===== src/rtl/alu_ex_mem_if.sv =====
// EX-stage bus: decoded operands/controls into the ALU and the EX/MEM register outputs back out.
interface alu_ex_mem_if;
  logic        flush;
  logic [2:0]  alu_op;
  logic [2:0]  funct3;
  logic [6:0]  funct7;
  logic [31:0] pc;
  logic [31:0] rs1_data;
  logic [31:0] rs2_data;
  logic [31:0] imm;
  logic        alu_src;
  logic [4:0]  rd_addr;
  logic [4:0]  ctrl_in;
  logic [4:0]  alu_ctrl;
  logic [31:0] alu_result_q;
  logic        branch_taken_q;
  logic [31:0] branch_target_q;
  logic [31:0] store_data_q;
  logic [4:0]  rd_addr_q;
  logic [4:0]  ctrl_q;
  logic        pc_redirect;

  modport slave (
    input  flush, alu_op, funct3, funct7, pc, rs1_data, rs2_data, imm, alu_src, rd_addr, ctrl_in,
    output alu_ctrl, alu_result_q, branch_taken_q, branch_target_q, store_data_q, rd_addr_q,
           ctrl_q, pc_redirect
  );

  modport master (
    output flush, alu_op, funct3, funct7, pc, rs1_data, rs2_data, imm, alu_src, rd_addr, ctrl_in,
    input  alu_ctrl, alu_result_q, branch_taken_q, branch_target_q, store_data_q, rd_addr_q,
           ctrl_q, pc_redirect
  );
endinterface


===== src/rtl/alu_ex_mem.sv =====
// Execute stage: ALU control decode, 32-bit ALU/branch compare, target adder and the EX/MEM register.
module alu_ex_mem (
  input  logic         clk,
  input  logic         rst,
  alu_ex_mem_if.slave  bus
);
  localparam logic [4:0] C_ADD   = 5'd0;
  localparam logic [4:0] C_SUB   = 5'd1;
  localparam logic [4:0] C_SLL   = 5'd2;
  localparam logic [4:0] C_SLT   = 5'd3;
  localparam logic [4:0] C_SLTU  = 5'd4;
  localparam logic [4:0] C_XOR   = 5'd5;
  localparam logic [4:0] C_SRL   = 5'd6;
  localparam logic [4:0] C_SRA   = 5'd7;
  localparam logic [4:0] C_OR    = 5'd8;
  localparam logic [4:0] C_AND   = 5'd9;
  localparam logic [4:0] C_BEQ   = 5'd10;
  localparam logic [4:0] C_BNE   = 5'd11;
  localparam logic [4:0] C_BLT   = 5'd12;
  localparam logic [4:0] C_BGE   = 5'd13;
  localparam logic [4:0] C_BLTU  = 5'd14;
  localparam logic [4:0] C_BGEU  = 5'd15;
  localparam logic [4:0] C_PASSB = 5'd16;
  localparam logic [4:0] C_AUIPC = 5'd17;
  localparam logic [4:0] C_JAL   = 5'd18;
  localparam logic [4:0] C_JALR  = 5'd19;

  logic [4:0]  w_alu_ctrl;
  logic [31:0] w_a, w_b, w_result, w_target;
  logic [4:0]  w_shamt;
  logic        w_taken, w_alt;
  logic        w_unused_f7;

  logic [31:0] r_alu_result, r_branch_target, r_store_data;
  logic        r_branch_taken;
  logic [4:0]  r_rd_addr, r_ctrl;

  // Only funct7[5] distinguishes SUB/SRA; the other bits are don't-care here.
  assign w_unused_f7 = &{1'b0, bus.funct7[6], bus.funct7[4:0]};
  assign w_alt       = bus.funct7[5];

  always_comb begin
    w_alu_ctrl = C_ADD;
    case (bus.alu_op)
      3'b000: w_alu_ctrl = C_ADD;
      3'b001: begin
        case (bus.funct3)
          3'b000:  w_alu_ctrl = C_BEQ;
          3'b001:  w_alu_ctrl = C_BNE;
          3'b100:  w_alu_ctrl = C_BLT;
          3'b101:  w_alu_ctrl = C_BGE;
          3'b110:  w_alu_ctrl = C_BLTU;
          3'b111:  w_alu_ctrl = C_BGEU;
          default: w_alu_ctrl = C_ADD;
        endcase
      end
      3'b010, 3'b011: begin
        case (bus.funct3)
          // I-type has no SUBI, so funct7 only matters for R-type ADD/SUB
          3'b000:  w_alu_ctrl = (w_alt && !bus.alu_op[0]) ? C_SUB : C_ADD;
          3'b001:  w_alu_ctrl = C_SLL;
          3'b010:  w_alu_ctrl = C_SLT;
          3'b011:  w_alu_ctrl = C_SLTU;
          3'b100:  w_alu_ctrl = C_XOR;
          3'b101:  w_alu_ctrl = w_alt ? C_SRA : C_SRL;
          3'b110:  w_alu_ctrl = C_OR;
          default: w_alu_ctrl = C_AND;
        endcase
      end
      3'b100:  w_alu_ctrl = C_PASSB;
      3'b101:  w_alu_ctrl = C_AUIPC;
      3'b110:  w_alu_ctrl = C_JAL;
      default: w_alu_ctrl = C_JALR;
    endcase
  end

  assign bus.alu_ctrl = w_alu_ctrl;
  assign w_a     = bus.rs1_data;
  assign w_b     = bus.alu_src ? bus.imm : bus.rs2_data;
  assign w_shamt = w_b[4:0];

  always_comb begin
    w_result = '0;
    w_taken  = 1'b0;
    case (w_alu_ctrl)
      C_ADD:   w_result = w_a + w_b;
      C_SUB:   w_result = w_a - w_b;
      C_SLL:   w_result = w_a << w_shamt;
      C_SLT:   w_result = {31'b0, $signed(w_a) < $signed(w_b)};
      C_SLTU:  w_result = {31'b0, w_a < w_b};
      C_XOR:   w_result = w_a ^ w_b;
      C_SRL:   w_result = w_a >> w_shamt;
      C_SRA:   w_result = $signed(w_a) >>> w_shamt;
      C_OR:    w_result = w_a | w_b;
      C_AND:   w_result = w_a & w_b;
      C_BEQ:   w_taken  = (w_a == w_b);
      C_BNE:   w_taken  = (w_a != w_b);
      C_BLT:   w_taken  = ($signed(w_a) < $signed(w_b));
      C_BGE:   w_taken  = ($signed(w_a) >= $signed(w_b));
      C_BLTU:  w_taken  = (w_a < w_b);
      C_BGEU:  w_taken  = (w_a >= w_b);
      C_PASSB: w_result = w_b;
      C_AUIPC: w_result = bus.pc + w_b;
      C_JAL, C_JALR: begin
        w_result = bus.pc + 32'd4;
        w_taken  = 1'b1;
      end
      default: begin
        w_result = '0;
        w_taken  = 1'b0;
      end
    endcase
  end

  // JALR targets are register-relative and forced halfword-aligned; everything else is PC-relative.
  assign w_target = (w_alu_ctrl == C_JALR) ? ((bus.rs1_data + bus.imm) & ~32'd1)
                                           : (bus.pc + (bus.imm << 1));

  always_ff @(posedge clk) begin
    if (rst || bus.flush) begin
      r_alu_result    <= '0;
      r_branch_taken  <= 1'b0;
      r_branch_target <= '0;
      r_store_data    <= '0;
      r_rd_addr       <= '0;
      r_ctrl          <= '0;
    end else begin
      r_alu_result    <= w_result;
      r_branch_taken  <= w_taken;
      r_branch_target <= w_target;
      r_store_data    <= bus.rs2_data;
      r_rd_addr       <= bus.rd_addr;
      r_ctrl          <= bus.ctrl_in;
    end
  end

  assign bus.alu_result_q    = r_alu_result;
  assign bus.branch_taken_q  = r_branch_taken;
  assign bus.branch_target_q = r_branch_target;
  assign bus.store_data_q    = r_store_data;
  assign bus.rd_addr_q       = r_rd_addr;
  assign bus.ctrl_q          = r_ctrl;
  assign bus.pc_redirect     = r_ctrl[3] & r_branch_taken;
endmodule


===== src/flat_wrapper.sv =====
// flat-port wrapper written by rule: the top's interface ports become plain ports
module alu_ex_mem_flat 
  (clk, rst, bus_flush, bus_alu_op, bus_funct3, bus_funct7, bus_pc, bus_rs1_data, bus_rs2_data, bus_imm, bus_alu_src, bus_rd_addr, bus_ctrl_in, bus_alu_ctrl, bus_alu_result_q, bus_branch_taken_q, bus_branch_target_q, bus_store_data_q, bus_rd_addr_q, bus_ctrl_q, bus_pc_redirect);
  alu_ex_mem_if bus_i ();
  input  logic clk;
  input  logic rst;
  input wire logic [$bits(bus_i.flush)-1:0] bus_flush;
  input wire logic [$bits(bus_i.alu_op)-1:0] bus_alu_op;
  input wire logic [$bits(bus_i.funct3)-1:0] bus_funct3;
  input wire logic [$bits(bus_i.funct7)-1:0] bus_funct7;
  input wire logic [$bits(bus_i.pc)-1:0] bus_pc;
  input wire logic [$bits(bus_i.rs1_data)-1:0] bus_rs1_data;
  input wire logic [$bits(bus_i.rs2_data)-1:0] bus_rs2_data;
  input wire logic [$bits(bus_i.imm)-1:0] bus_imm;
  input wire logic [$bits(bus_i.alu_src)-1:0] bus_alu_src;
  input wire logic [$bits(bus_i.rd_addr)-1:0] bus_rd_addr;
  input wire logic [$bits(bus_i.ctrl_in)-1:0] bus_ctrl_in;
  output wire logic [$bits(bus_i.alu_ctrl)-1:0] bus_alu_ctrl;
  output wire logic [$bits(bus_i.alu_result_q)-1:0] bus_alu_result_q;
  output wire logic [$bits(bus_i.branch_taken_q)-1:0] bus_branch_taken_q;
  output wire logic [$bits(bus_i.branch_target_q)-1:0] bus_branch_target_q;
  output wire logic [$bits(bus_i.store_data_q)-1:0] bus_store_data_q;
  output wire logic [$bits(bus_i.rd_addr_q)-1:0] bus_rd_addr_q;
  output wire logic [$bits(bus_i.ctrl_q)-1:0] bus_ctrl_q;
  output wire logic [$bits(bus_i.pc_redirect)-1:0] bus_pc_redirect;
  assign bus_i.flush = bus_flush;
  assign bus_i.alu_op = bus_alu_op;
  assign bus_i.funct3 = bus_funct3;
  assign bus_i.funct7 = bus_funct7;
  assign bus_i.pc = bus_pc;
  assign bus_i.rs1_data = bus_rs1_data;
  assign bus_i.rs2_data = bus_rs2_data;
  assign bus_i.imm = bus_imm;
  assign bus_i.alu_src = bus_alu_src;
  assign bus_i.rd_addr = bus_rd_addr;
  assign bus_i.ctrl_in = bus_ctrl_in;
  assign bus_alu_ctrl = bus_i.alu_ctrl;
  assign bus_alu_result_q = bus_i.alu_result_q;
  assign bus_branch_taken_q = bus_i.branch_taken_q;
  assign bus_branch_target_q = bus_i.branch_target_q;
  assign bus_store_data_q = bus_i.store_data_q;
  assign bus_rd_addr_q = bus_i.rd_addr_q;
  assign bus_ctrl_q = bus_i.ctrl_q;
  assign bus_pc_redirect = bus_i.pc_redirect;
  alu_ex_mem u_core (.clk(clk), .rst(rst), .bus(bus_i));
endmodule

===== config.mk =====
export PLATFORM = sky130hd
export DESIGN_NAME = alu_ex_mem_flat
export DESIGN_NICKNAME = d
export VERILOG_FILES = /design/src/rtl/alu_ex_mem_if.sv /design/src/rtl/alu_ex_mem.sv /design/src/flat_wrapper.sv
export SDC_FILE = /design/constraint.sdc
export NUM_CORES = 1
export LEC_CHECK = 0
export ABC_AREA = 1
export CAP_MARGIN = 20
export CELL_PAD_IN_SITES_DETAIL_PLACEMENT = 1
export CELL_PAD_IN_SITES_GLOBAL_PLACEMENT = 2
export CORE_MARGIN = 10
export CORE_UTILIZATION = 29
export CTS_CLUSTER_DIAMETER = 200
export DETAILED_ROUTE_END_ITERATION = 7
export HOLD_SLACK_MARGIN = 0.06
export PLACE_DENSITY = 0.82
export SETUP_SLACK_MARGIN = 0.02
export SLEW_MARGIN = 25
export SYNTH_ARGS = -nofsm -noshare
export SYNTH_HDL_FRONTEND = slang
export SYNTH_SLANG_ARGS = --single-unit

===== constraint.sdc =====
create_clock -name clk -period 3.9 [get_ports clk]
set_input_delay 0.39 -clock clk [delete_from_list [all_inputs] [get_ports clk]]
set_output_delay 0.39 -clock clk [all_outputs]
set_load 0.02 [all_outputs]

==> run metrics <==
final wirelength 129,000 µm; CTS tree yes; GP Congestion 1.02; fin util a little under two fifths; Area Growth Syn to Fin 30.1%; RSZ-0062 raised after global routing no; period utilisation layout between 90% and 100%; starting DRC count in detailed routing 2,046; overall power roughly 6.4 mW; HP Class primary input to flop; post-route setup TNS 0 ps; ANT cells 0; final hold viol count 0; First-pass DRT Iterations 5; #FFs+latches synth between 100 and 150; DR vias between 20k and 30k; dominant cell type by area after synthesis nand2_1; worst setup margin approximately 380 ps; total CTS buffers 9; Ys Warns 0; pin count of the biggest net entering global routing 74; HPWL after DPL between 100,000 and 150,000 µm; post-route antenna net violation count 0; Clock Sinks 107; input/output buffers about 260; status finished, final reports clean; Clk pin slew, worst setup/hold paths around 100 ps; most frequent cells in the layout nand2_1 (946), nand3_1 (550), inv_1 (461), nor2_1 (377), buf_4 (308); Die Y around 280 µm; layout cells sized above 1 a little over a tenth; core area 67,300 µm²; met2 WL roughly 60,000 µm; Initial Utilization between 20 and 30%; Die X-Extent about 280 µm; Max Slew Vio Count 0; Area contributors post-synth nand2_1 (18%), nand3_1 (14%), ha_1 (13%); GRT overflow 0; fmax ~0.28 GHz; vias in the first global route between 20k and 30k; Mapped Area between 15,000 and 20,000 µm²; post-synthesis cell type count 53; Max Buffers Root-to-Sink 2; max_cap viols 0; pwr/cell area approximately 250 nW/µm²; commonest non-fill, non-tap cell in the layout nand2_1; Avg Inst Size Synth between 5 and 6 µm²; Syn Nets between 3k and 4k; post-synth top area share a little under a fifth; Die Area approximately 80,000 µm²; first-pass GRT wire length roughly 190,000 µm; leakage between 10 and 15 nW; hold_ws 484 ps; setup violators final 0; Startpoint Class primary input; relative slew slack 43.7%; Post-CTS Hold Fix Bufs 0; I/O pins ~270; FFs w/ async S/R, synth 0%; Post-CTS Setup Repair Bufs 0; initial antenna violation count 2; drt via density between 5 and 6; Post-synth EDFFs 0; Remaining DRCs 0; Slew @ Worst Pin between 800 and 900 ps; min cycle time layout roughly 3500 ps; post-synthesis cell count 3,605; all-layer global routing usage 31.9%; DRT met1 WL around 53,000 µm; # resized after CTS 0; H-Tree Level Count 3; clk root buf clkbuf_16; Worst setup EP type flop; pre-CTS WS 34.5 ps; maximum VDD drop between 200 and 250 µV; row count 95; drt wl/cell ~26 µm; register area share after synthesis between 10% and 20%; met3 wire length 7960 µm; WS Path Type primary input to flop; Max Used Layer met5; Max FO, Critical Path 4; layout net count ~4.4k; Main synth FF type dfxtp_1; CP Data Required Time between 4000 and 5000 ps; Worst Path Arrival around 3800 ps
[registers in the layout, summed over array words and instances (netlist names)]
register,cells
u_core.bus.branch_taken_q,1
u_core.bus.rd_addr_q,5
u_core.bus.ctrl_q,5
u_core.bus.store_data_q,32
u_core.bus.branch_target_q,32
u_core.bus.alu_result_q,32
[cell type report]
type | instances | area (µm²)
clock buffers | 9 | 225
clock inverters | 7 | 86.3
fillers | 9245 | 41600
inverters | 479 | 1800
multi-input cells | 2905 | 15300
flip-flops and latches | 107 | 2140
well taps | 873 | 1090
repair buffers | 575 | 5040
[layer usage]
| metal | GRT usage (%) | vias to the layer above |
|---|---|---|
| li1 | - | 12800 |
| met2 | 54.3 | 934 |
| met1 | 37.8 | 13200 |
| met4 | 17.0 | 4 |
| met5 | 0 | - |
| met3 | 5.20 | 255 |
[cells in the mapped netlist (36+ instances only)]
cell type	instances
a21oi_1	216
xor2_1	36
nor3_1	40
nor2_1	379
buf_2	45
inv_1	462
o21ai_0	215
ha_1	197
or2_2	52
nand3_1	551
nand2_1	946
clkbuf_1	45
nand4_1	69
dfxtp_1	107
[cell families (layout without fill, tap and decap cells)]
| family | Yosys count | in the layout | synth area share [%] |
|---|---|---|---|
| simple gates | 2098 | 2098 | 46.5 |
| compound gates | 556 | 556 | 15.4 |
| buf+inv | 593 | 1070 | 12.0 |
| flops | 107 | 107 | 10.9 |
| fa+ha+maj | 201 | 201 | 12.9 |
| xor+xnor | 50 | 50 | 2.22 |
[metrics by stage]
step | cells | cell area [µm²]
floorplan | 3605 | 19700
global placement | 4939 | 25300
detailed placement | 4939 | 25300
CTS | 4955 | 25600
global route | 4955 | 25600
finish | 4955 | 25600
[path summary, 6_finish.rpt]
check / end / cells past startpoint / from
hold / removal: u_core.bus.rd_addr_q[4]$_SDFF_PP0_ / 3 / bus_rd_addr[4]
setup / recovery: u_core.bus.alu_result_q[19]$_SDFF_PP0_ / 19 / bus_imm[18]
[worst max-delay path, stage by stage]
cell and delay, ps:
clkdlybuf4s50_1 490, or2_2 330, o21ai_0 220, buf_4 250, inv_1 70, ha_1 400
nand2_1 160, nor2_1 200, inv_1 100, nor2_1 170, nand4_1 160, nand4_1 130
nand2_1 50, nand2_1 50, nand2_1 80, nor2_1 270, nand3_1 130, nand2_1 120
inv_1 50
[report_power, final]
| group | total [mW] | internal [mW] | switching (mW) |
|---|---|---|---|
| combinational | 4.11 | 1.43 | 2.69 |
| sequential | 1.18 | 1.16 | 0.0203 |
| clock | 1.07 | 0.467 | 0.599 |
| total | 6.36 | 3.05 | 3.30 |
Note: power is estimated with default switching activity, not from simulation.
